==> config.mk <==
export PLATFORM = sky130hd
export DESIGN_NAME = seq_mult_ctrl
export DESIGN_NICKNAME = d
export VERILOG_FILES = /design/src/rtl/seq_mult_ctrl.sv
export SDC_FILE = /design/constraint.sdc
export NUM_CORES = 1
export LEC_CHECK = 0
export CORE_MARGIN = 10
export CORE_UTILIZATION = 45
export DETAILED_ROUTE_END_ITERATION = 8
export GPL_TIMING_DRIVEN = 0
export PLACE_DENSITY = 0.8
export SETUP_SLACK_MARGIN = 0.02
export SYNTH_ARGS = -nofsm -noshare
export SYNTH_HDL_FRONTEND = slang
export SYNTH_SLANG_ARGS = --single-unit
==> constraint.sdc <==
create_clock -name clk -period 3.3 [get_ports clk]
set_clock_uncertainty 0.15 [all_clocks]
set_input_delay 0.66 -clock clk [delete_from_list [all_inputs] [get_ports clk]]
set_output_delay 0.66 -clock clk [all_outputs]
set_load 0.01 [all_outputs]
==> src/rtl/seq_mult_ctrl.sv <==
// seq_mult_ctrl: shift-and-add WAxWB unsigned multiplier (start/busy/done, product C), SEQ_MULT_EARLY_TERM_EN finishes zero operands in one cycle
module seq_mult_ctrl #(
  parameter int WA = 3,
  parameter int WB = 4
) (
  input  logic             clk,
  input  logic             reset,
  input  logic             start,
  input  logic [WA-1:0]    A,
  input  logic [WB-1:0]    B,
  output logic             busy,
  output logic             done,
  output logic [WA+WB-1:0] C
);
  localparam int CW = $clog2(WA + 1);
  localparam logic [CW-1:0] LAST = CW'(WA - 1);
  typedef enum logic [1:0] {IDLE, RUN, DONE} state_t;
  state_t        state;
  logic [CW-1:0] cnt;
  logic [WA-1:0] mq;
  logic [WB-1:0] mcand;
  logic [WB:0]   acc, sum;
  logic [WB+WA:0] nxt;
  always_comb begin
    sum = acc + (mq[0] ? {1'b0, mcand} : '0);
    nxt = {sum, mq} >> 1;
  end
  always_ff @(posedge clk) begin
    if (reset) begin
      state <= IDLE;
      cnt   <= '0;
      mq    <= '0;
      mcand <= '0;
      acc   <= '0;
      busy  <= 1'b0;
      done  <= 1'b0;
      C     <= '0;
    end else if (start && state != RUN) begin
      mq    <= A;
      mcand <= B;
      acc   <= '0;
      cnt   <= '0;
`ifdef SEQ_MULT_EARLY_TERM_EN
      if (A == '0 || B == '0) begin
        state <= DONE;
        busy  <= 1'b0;
        done  <= 1'b1;
        C     <= '0;
      end else begin
        state <= RUN;
        busy  <= 1'b1;
        done  <= 1'b0;
      end
`else
      state <= RUN;
      busy  <= 1'b1;
      done  <= 1'b0;
`endif
    end else if (state == RUN) begin
      {acc, mq} <= nxt;
      cnt       <= cnt + CW'(1);
      if (cnt == LAST) begin
        state <= DONE;
        busy  <= 1'b0;
        done  <= 1'b1;
        C     <= nxt[WA+WB-1:0];
      end
    end else begin
      state <= IDLE;
      busy  <= 1'b0;
      done  <= 1'b0;
    end
  end
endmodule

==> results_dict.tcl, run 1 <==
set metrics [dict create \
    grt_max_degree 14 \
    ys_top_cells_by_count "dfxtp_1, a21oi_1, nand2_1" \
    htree_levels 1 \
    grt_overflow 0 \
    timing.rr.end "acc[3]" \
    min_from "C[4]" \
    path_clk_slew_ns 0.13 \
    grt_setup_unrepaired "no" \
    path_class "reg -> out" \
    internal-power_w 0.000429 \
    hold_viol_final 0 \
    finalWirelength_um 2340 \
    hold_buffers 0 \
    hpwl_um 1720 \
    dr.first_iter.drc_count 25 \
    fillers 207 \
    cts_resized 0 \
    crit_path_start_kind "flop" \
    cts.sinks 22 \
    p_per_area_nw_per_um2 431 \
    rr_startpoint "mq[0]" \
    maxSlewHeadroom_pct 69.5 \
    cts.path.max_buffers 2 \
    vias 894 \
    gp_congestion 0.818 \
    synth_top_cell_by_area "dfxtp_1" \
    io_buffer_count 17 \
    fin_crit_sh_pct 65.3 \
    insertion_delay_ns 0.32 \
    cp_cell_sequence "clkdlybuf4s50_1" \
    hp-class "reg -> reg" \
    layout-drive-gt1-share_pct 8.57 \
    cts-buffers-inserted 3 \
    die-area_um2 4630 \
    rows 17 \
    floorplan.die.width_um 68.0 \
    core_area_um2 2210 \
    worst_path_dominant_cell_family "buffers and inverters" \
    power.switching_w 0.000130 \
    worstMarginPinSlew_ns 0.457 \
    fin_nets 157 \
    leakage_nw 0.526 \
    viasPerCell 5.32 \
    worstHoldEndpoint "C[4]" \
    tns_ns 0 \
    cts-root-buf "clkbuf_4" \
    grt_first_pass_wirelength_um 3870 \
    max_freq_mhz 464 \
    fin_crit_ns 2.15 \
    yosysMostFrequentCell "dfxtp_1" \
    p_seq_share_pct 50.9 \
    cp_num_buf_inv 1 \
    ys_seq_area_share_pct 42.4 \
    ir_drop_uv 268 \
    syn_inst 119 \
    ioPinCount 19 \
    hold_slack_ns 0.314 \
    grt_usage_pct 10.6 \
    yosysTopAreaCellShare_pct 42.4 \
    synth-main-ff-cell "dfxtp_1" \
    postSynthAreaPerCell_um2 8.73 \
    p_sw_share_pct 23.3 \
    cts_tree "yes" \
    fin_util_pct 58.6 \
    worstHoldPathCells 2 \
    drt.antenna.violating_nets 0 \
    post_cts_buffers 0 \
    rrSetupSlack_ns 1.37 \
    report.final.setup_viol 0 \
    worstSetupEndpointType "output pin" \
    arrival_ns 1.34 \
    antenna_found_initial 0 \
    drcViolationCount 0 \
    reg2reg_depth 7 \
    start_util_pct 46.9 \
    pwr-share-comb_pct 11.4 \
    syn_area_um2 1040 \
    area_growth_syn_to_layout_pct 24.8 \
    wl_per_cell_um 13.9 \
    first_pass_iters 4 \
    n_antenna_cell 0 \
    yosys_register_bits 22 \
    synth-edff-count 0 \
    synthesis.nets 135 \
    grt_pass1_vias 915 \
    cpMaxStageDelayCell "clkdlybuf4s50_1" \
    worst-path-max-fanout 5 \
    die_h_um 68.0 \
    yosysWarnings 0 \
    synth_area_leaders "dfxtp_1, a21oi_1, ha_1" \
    critPathMaxStageDelay_ns 0.58 \
    synth_cell_types 26 \
    slew_violations 0 \
    status "finished, final reports clean" \
    power.share.clock_pct 37.6 \
    async_flop_share_pct 0 \
    max_cap_viol_count 0 \
    path_depth 1 \
    crit_required_ns 2.49 \
]
## metrics by stage
stage                     setup slack [ns]  power (W)  instance area (um^2)  std cells
after floorplan                       1.60   0.000328                  1040        119
after detailed placement              1.03   0.000354                  1240        164
after CTS                             1.13   0.000560                  1300        168
after global placement                1.08   0.000351                  1240        164
after global routing                  1.09   0.000580                  1300        168
final                                 1.15   0.000558                  1300        168
## placed cells by master, fill, tap and decap left out, types with 2 or more instances in the layout
cell and count:
mux2i_1 3, nand2_1 12, nor2_1 7, nor2b_1 3
buf_2 5, a21oi_1 16, nand3_1 10, nand2b_1 4
dfxtp_1 22, inv_1 5, clkbuf_4 3, and2_1 3
o21ai_0 6, ha_1 5, clkdlybuf4s50_1 17, nand4_1 2
a211oi_1 5
## power by group through the flow
stage | Sequential [W] | Clock [W] | Combinational (W)
2_1_floorplan | 0.000289 | 0 | 0.0000390
3_3_place_gp | 0.000290 | 0 | 0.0000616
3_5_place_dp | 0.000290 | 0 | 0.0000634
4_1_cts | 0.000284 | 0.000212 | 0.0000638
5_1_grt | 0.000286 | 0.000222 | 0.0000708
6_report | 0.000284 | 0.000210 | 0.0000638
## cell type report
class / count / area [um^2] / area share, %
inverters: 6 / 22.5 / 1.74
repair buffers: 17 / 170 / 13.1
clock buffers: 3 / 22.5 / 1.74
plain buffers: 7 / 40.0 / 3.09
flip-flops and latches: 22 / 440 / 34.0
well taps: 28 / 35.0 / 2.70
multi-input cells: 84 / 536 / 41.3
clock inverters: 1 / 30.0 / 2.32
## routing by layer
metal / track usage, % / up-vias / part of all wire, %
li1: - / 455 / -
met1: 12.2 / 413 / 46
met2: 18.0 / 21 / 47
met3: 2.12 / 5 / 4.4
met4: 5.28 / 0 / 1.9
met5: 0 / - / 0
## flip-flops by register name (all words and copies together) (netlist names)
name and cells:
mq 3, C 7, mcand 4, acc 4, cnt 2, state 2
## cells by family (layout without fill, tap and decap cells)
group                    after synthesis  after routing  synth area share, %
adder cells (fa/ha/maj)                6              6                 7.95
AO/OA/AOI/OAI                         30             30                 17.1
XOR/XNOR                               1              1                0.844
flip-flops                            22             22                 42.4
buffers and inverters                 13             34                 6.02
multiplexers                           3              3                 2.89
AND/OR/NAND/NOR                       44             44                 22.8
## worst max path at each step
stage               startpoint       end  slack, ns
finish                state[0]      busy       1.15
global route          state[0]      busy       1.09
CTS                   state[0]      busy       1.13
detailed placement       reset  mcand[3]       1.03
global placement         reset  state[1]       1.08
floorplan                mq[0]      C[5]       1.60
(Power assumes the default switching activity.)
==> inputs of run 2 (changes only) <==
--- a/config.mk
+++ b/config.mk
@@ -9,7 +9,7 @@
 export CORE_UTILIZATION = 45
 export DETAILED_ROUTE_END_ITERATION = 8
 export GPL_TIMING_DRIVEN = 0
-export PLACE_DENSITY = 0.8
+export PLACE_DENSITY = 0.83
 export SETUP_SLACK_MARGIN = 0.02
 export SYNTH_ARGS = -nofsm -noshare
 export SYNTH_HDL_FRONTEND = slang
==> constraint.sdc (replaced) <==
create_clock -name clk -period 1.7 [get_ports clk]
set_clock_uncertainty 0.15 [all_clocks]
set_input_delay 0.34 -clock clk [delete_from_list [all_inputs] [get_ports clk]]
set_output_delay 0.34 -clock clk [all_outputs]
set_load 0.01 [all_outputs]
==> run 2 against run 1 <==
  * The flow now finishes with violations (negative setup slack)
  * Non-clock buffer count increased by 2
  * First-iteration DRC count increased by 92%
  * Setup slack got worse by 1.2 ns
  * Design area increased by 7.5%
  * Total power increased by 98%
  * Wire length increased by 15%
  * Flip-flop and latch count unchanged
  * Sequential power increased by 96%
  * Highest routed layer unchanged
==> results_dict.tcl, run 2 (synthesis gave the netlist of run 1 again) <==
set metrics [dict create \
    max_cap_viol_count 0 \
    worstHoldPathCells 3 \
    drt.antenna.violating_nets 0 \
    layout-drive-gt1-share_pct 22.5 \
    rr_startpoint "mq[0]" \
    grt_usage_pct 12.3 \
    slew_violations 0 \
    arrival_ns 1.82 \
    largest_registers "C (7), acc (4), mcand (4)" \
    leakage_nw 0.596 \
    worst_path_dominant_cell_family "adder cells" \
    grt_first_pass_wirelength_um 4450 \
    setup_ws_ns -0.0286 \
    rrSetupSlack_ns -0.03 \
    top_register "C" \
    grt_setup_unrepaired "yes" \
    cts_tree "yes" \
    htree_levels 1 \
    rows 17 \
    hold_viol_final 0 \
    drcViolationCount 0 \
    die_h_um 68.0 \
    grt_overflow 0 \
    fin_nets 159 \
    fin_cells 170 \
    placed_cells 164 \
    io_buffer_count 17 \
    reg2reg_depth 7 \
    hpwl_um 1770 \
    gp_congestion 0.751 \
    n_antenna_cell 0 \
    die-area_um2 4630 \
    floorplan.die.width_um 68.0 \
    core_area_um2 2210 \
    hp-class "in -> reg" \
    cp_num_buf_inv 1 \
    timing.rr.end "acc[3]" \
    crit_required_ns 1.79 \
    cp_cell_sequence "and2_4, ha_4, inv_2, fa_2, nor2b_2, o21ai_2, a211oi_2" \
    cts.sinks 22 \
    cts.path.max_buffers 2 \
    startpoint "mq[0]" \
    path_clk_slew_ns 0.13 \
    max_freq_mhz 578 \
    fin_crit_sh_pct 102 \
    cts-buffers-inserted 3 \
    finalWirelength_um 2680 \
    grt_max_degree 14 \
    maxSlewHeadroom_pct 80.5 \
    path_class "reg -> reg" \
    fin_util_pct 63.0 \
    tns_ns -0.0651 \
    insertion_delay_ns 0.31 \
    dr.first_iter.drc_count 48 \
    hold_slack_ns 0.209 \
    mostFrequentLayoutCells "dfxtp_1, a21oi_1, nand2_1, nand3_1, dlygate4sd2_1" \
    report.final.setup_viol 3 \
    critPathCapture "acc[3]" \
    first_pass_iters 4 \
    hold_buffers 0 \
    ioPinCount 19 \
    largest_register_ffs 7 \
    viasPerCell 5.52 \
    final_common_cell "dfxtp_1" \
    grt_pass1_vias 950 \
    vias 938 \
    ir_drop_uv 628 \
    p_per_area_nw_per_um2 791 \
    status "finished with violations" \
    cpMaxStageDelayCell "dfxtp_4" \
    critPathMaxStageDelay_ns 0.39 \
    violations "negative setup slack" \
    worstMarginPinSlew_ns 0.291 \
    crit_path_start_kind "flop" \
    fin_crit_ns 1.73 \
    cts-root-buf "clkbuf_4" \
    start_util_pct 46.9 \
    worst-path-max-fanout 5 \
    worstSetupEndpointType "flop" \
    antenna_found_initial 0 \
    wl_per_cell_um 15.8 \
    path_depth 7 \
    area_growth_syn_to_layout_pct 34.2 \
]
[run 2: cell count changes in the layout (fill, tap and decap cells not counted), sizes merged]
cell           before  now
clkbuf              3    4
clkdlybuf4s50      17    8
dlygate4sd2         0    9
buf                 7    8
[run 2: area by class of cell]
class                      count  area [um^2]
multi-input combinational     84          623
timing repair buffer          19          174
buffer                         7         41.3
tap                           28         35.0
clock buffer                   3         22.5
clock inverter                 1         30.0
fill                         168          818
sequential                    22          445
inverter                       6         22.5
[run 2: metal layers]
layer | global-route usage [%] | vias up | share of wire [%]
met5 | 0 | - | 0
met4 | 6.28 | 0 | 1.2
met3 | 2.45 | 4 | 6.2
met2 | 21.4 | 35 | 51
met1 | 13.8 | 435 | 41
li1 | - | 464 | -
[run 2: worst min-delay path by stage]
stage,startpoint,end,slack (ns)
6_report,start,state[0],0.21
2_1_floorplan,cnt[0],cnt[0],0.29
3_5_place_dp,C[0],C[0],0.30
4_1_cts,start,state[0],0.20
3_3_place_gp,C[4],C[4],0.29
5_1_grt,start,mcand[0],0.23
[run 2: power breakdown]
part	switching, W	internal [W]
clock	0.000169	0.000238
combinational	0.0000758	0.0000640
sequential	0.0000184	0.000537
total	0.000263	0.000840
[run 2: worst min-delay path: stages]
cell and delay, ns:
buf_2 0.17, nand2_1 0.08, a21oi_1 0.06
[run 2: what timing repair did]
action,in CTS,in global routing
pin swaps,3,1
setup buffers,1,1
gates resized for setup,24,7
setup endpoints to repair,16,12
[run 2: per-stage QoR]
step	worst slack [ns]	cell area [um^2]	total power, W
after detailed placement	-0.209	1250	0.000688
after global placement	-0.205	1250	0.000681
after global routing	-0.0966	1390	0.00114
after CTS	-0.0957	1360	0.00110
final	-0.0286	1390	0.00110
after floorplan	0.0502	1040	0.000637
==> inputs of run 3 (changes only) <==
--- a/config.mk
+++ b/config.mk
@@ -9,7 +9,7 @@
 export CORE_UTILIZATION = 45
 export DETAILED_ROUTE_END_ITERATION = 8
 export GPL_TIMING_DRIVEN = 0
-export PLACE_DENSITY = 0.83
+export PLACE_DENSITY = 0.8
 export SETUP_SLACK_MARGIN = 0.02
 export SYNTH_ARGS = -nofsm -noshare
 export SYNTH_HDL_FRONTEND = slang
==> constraint.sdc (replaced) <==
create_clock -name clk -period 1.9 [get_ports clk]
set_clock_uncertainty 0.15 [all_clocks]
set_input_delay 0.38 -clock clk [delete_from_list [all_inputs] [get_ports clk]]
set_output_delay 0.38 -clock clk [all_outputs]
set_load 0.01 [all_outputs]
==> run 3 against run 2 <==
  * The flow now finishes without violations
  * Sequential share of layout area increased by 1.8 points
  * Critical path depth down 6
  * Clock power down 11%
  * Sequential power is 11% lower
  * Count of clock-buffer cells in the layout unchanged
  * First-iteration DRC count is 69% lower
  * Via count fell by 3.1%
  * Total power shrank 12%
  * Setup slack better by 0.12 ns
  * Combinational power down 19%
  * Worst hold slack improved by 0.032 ns
==> results_dict.tcl, run 3 (synthesis gave the netlist of run 1 again) <==
set metrics [dict create \
    finalWirelength_um 2320 \
    crit_path_start_kind "flop" \
    placed_cells 164 \
    worst-path-max-fanout 5 \
    die-area_um2 4630 \
    fin_crit_sh_pct 95.4 \
    hpwl_um 1720 \
    rows 17 \
    final_common_cell "dfxtp_1" \
    leakage_nw 0.527 \
    ir_drop_uv 468 \
    drt.antenna.violating_nets 0 \
    fin_cells 168 \
    gp_congestion 0.818 \
    crit_required_ns 1.37 \
    area_growth_syn_to_layout_pct 27.2 \
    wl_per_cell_um 13.8 \
    fin_crit_ns 1.81 \
    hold_viol_final 0 \
    arrival_ns 1.28 \
    cp_cell_sequence "clkdlybuf4s50_1" \
    report.final.setup_viol 0 \
    max_freq_mhz 552 \
    multi_input_area_um2 556 \
    cp_num_buf_inv 1 \
    n_antenna_cell 0 \
    path_class "reg -> out" \
    hold_slack_ns 0.241 \
    grt_pass1_vias 915 \
    worst_path_dominant_cell_family "buffers and inverters" \
    io_buffer_count 17 \
    cts-root-buf "clkbuf_4" \
    insertion_delay_ns 0.31 \
    worstMarginPinSlew_ns 0.454 \
    viasPerCell 5.41 \
    core_area_um2 2210 \
    mostFrequentLayoutCells "dfxtp_1, clkdlybuf4s50_1, a21oi_1, nand2_1, nand3_1" \
    vias 909 \
    ioPinCount 19 \
    status "finished, final reports clean" \
    hp-class "in -> reg" \
    cts.sinks 22 \
    first_pass_iters 4 \
    post_cts_buffers 0 \
    die_h_um 68.0 \
    top_register "C" \
    cts_tree "yes" \
    p_per_area_nw_per_um2 735 \
    largest_registers "C (7), acc (4), mcand (4)" \
    max_cap_viol_count 0 \
    layout-drive-gt1-share_pct 14.3 \
    worstSetupEndpointType "output pin" \
    htree_levels 1 \
    grt_first_pass_wirelength_um 3870 \
    grt_overflow 0 \
    floorplan.die.width_um 68.0 \
    ff_latch_area_um2 445 \
    antenna_found_initial 0 \
    cts.path.max_buffers 2 \
    place_ws_ns -0.0939 \
    setup_ws_ns 0.0882 \
    tns_ns 0 \
    rr_startpoint "mq[0]" \
    drcViolationCount 0 \
    largest_register_ffs 7 \
    critPathMaxStageDelay_ns 0.56 \
    cpMaxStageDelayCell "clkdlybuf4s50_1" \
    startpoint "state[1]" \
    grt_max_degree 14 \
    path_clk_slew_ns 0.14 \
    slew_violations 0 \
    grt_usage_pct 10.6 \
    fin_nets 157 \
    dr.first_iter.drc_count 15 \
    cts-buffers-inserted 3 \
    fin_util_pct 59.7 \
    maxSlewHeadroom_pct 69.7 \
    grt_setup_unrepaired "yes" \
    fillers 205 \
    start_util_pct 46.9 \
    min_from "start" \
]
-- run 3: cell types whose count changed in the layout (fill, tap and decap cells not counted), moves of 2 or more --
cell,delta
ha_1,+2
clkdlybuf4s50_1,+9
ha_4,-3
dlygate4sd2_1,-9
buf_4,-2
-- run 3: where the power goes --
group	switching [W]	internal, W
clock	0.000150	0.000213
combinational	0.0000614	0.0000518
sequential	0.0000143	0.000481
-- run 3: repair_timing --
item                                    CTS  global route
pin swaps                                 0             1
gates resized for setup                   2             9
hold buffers                              0             0
endpoints found under the setup margin    2             5
-- run 3: cell type report --
type | count | area share, %
Sequential cell | 22 | 33.7
Multi-Input combinational cell | 84 | 42.0
Tap cell | 28 | 2.65
Clock inverter | 1 | 2.27
Inverter | 6 | 1.70
Clock buffer | 3 | 1.70
Buffer | 7 | 3.03
Timing Repair Buffer | 17 | 12.9
-- run 3: final timing paths --
kind / to / slack (ns) / depth (start not counted)
setup reg to reg: acc[2] / 0.09 / 5
hold / removal: state[0] / 0.24 / 3
setup / recovery: done / 0.09 / 1
hold reg to reg: C[4] / 0.31 / 2
-- run 3: worst register-to-register path, stage by stage (launching register included) --
cell,delay (ns)
dfxtp_4,0.38
and2_1,0.15
ha_1,0.36
nand3_1,0.19
a2111o_1,0.42
nand3_1,0.10
-- run 3: layer usage --
layer / track usage (%) / vias to the layer above / part of all wire, %
met3: 2.12 / 6 / 4.6
met5: 0 / - / 0
met4: 5.28 / 0 / 1.8
met2: 18.0 / 24 / 48
met1: 12.2 / 422 / 45
li1: - / 457 / -
-- run 3: stage by stage --
stage	total power (W)	area, um^2
after floorplan	0.000570	1040
after global placement	0.000610	1240
after detailed placement	0.000614	1240
after CTS	0.000973	1300
after global routing	0.00101	1320
final	0.000972	1320
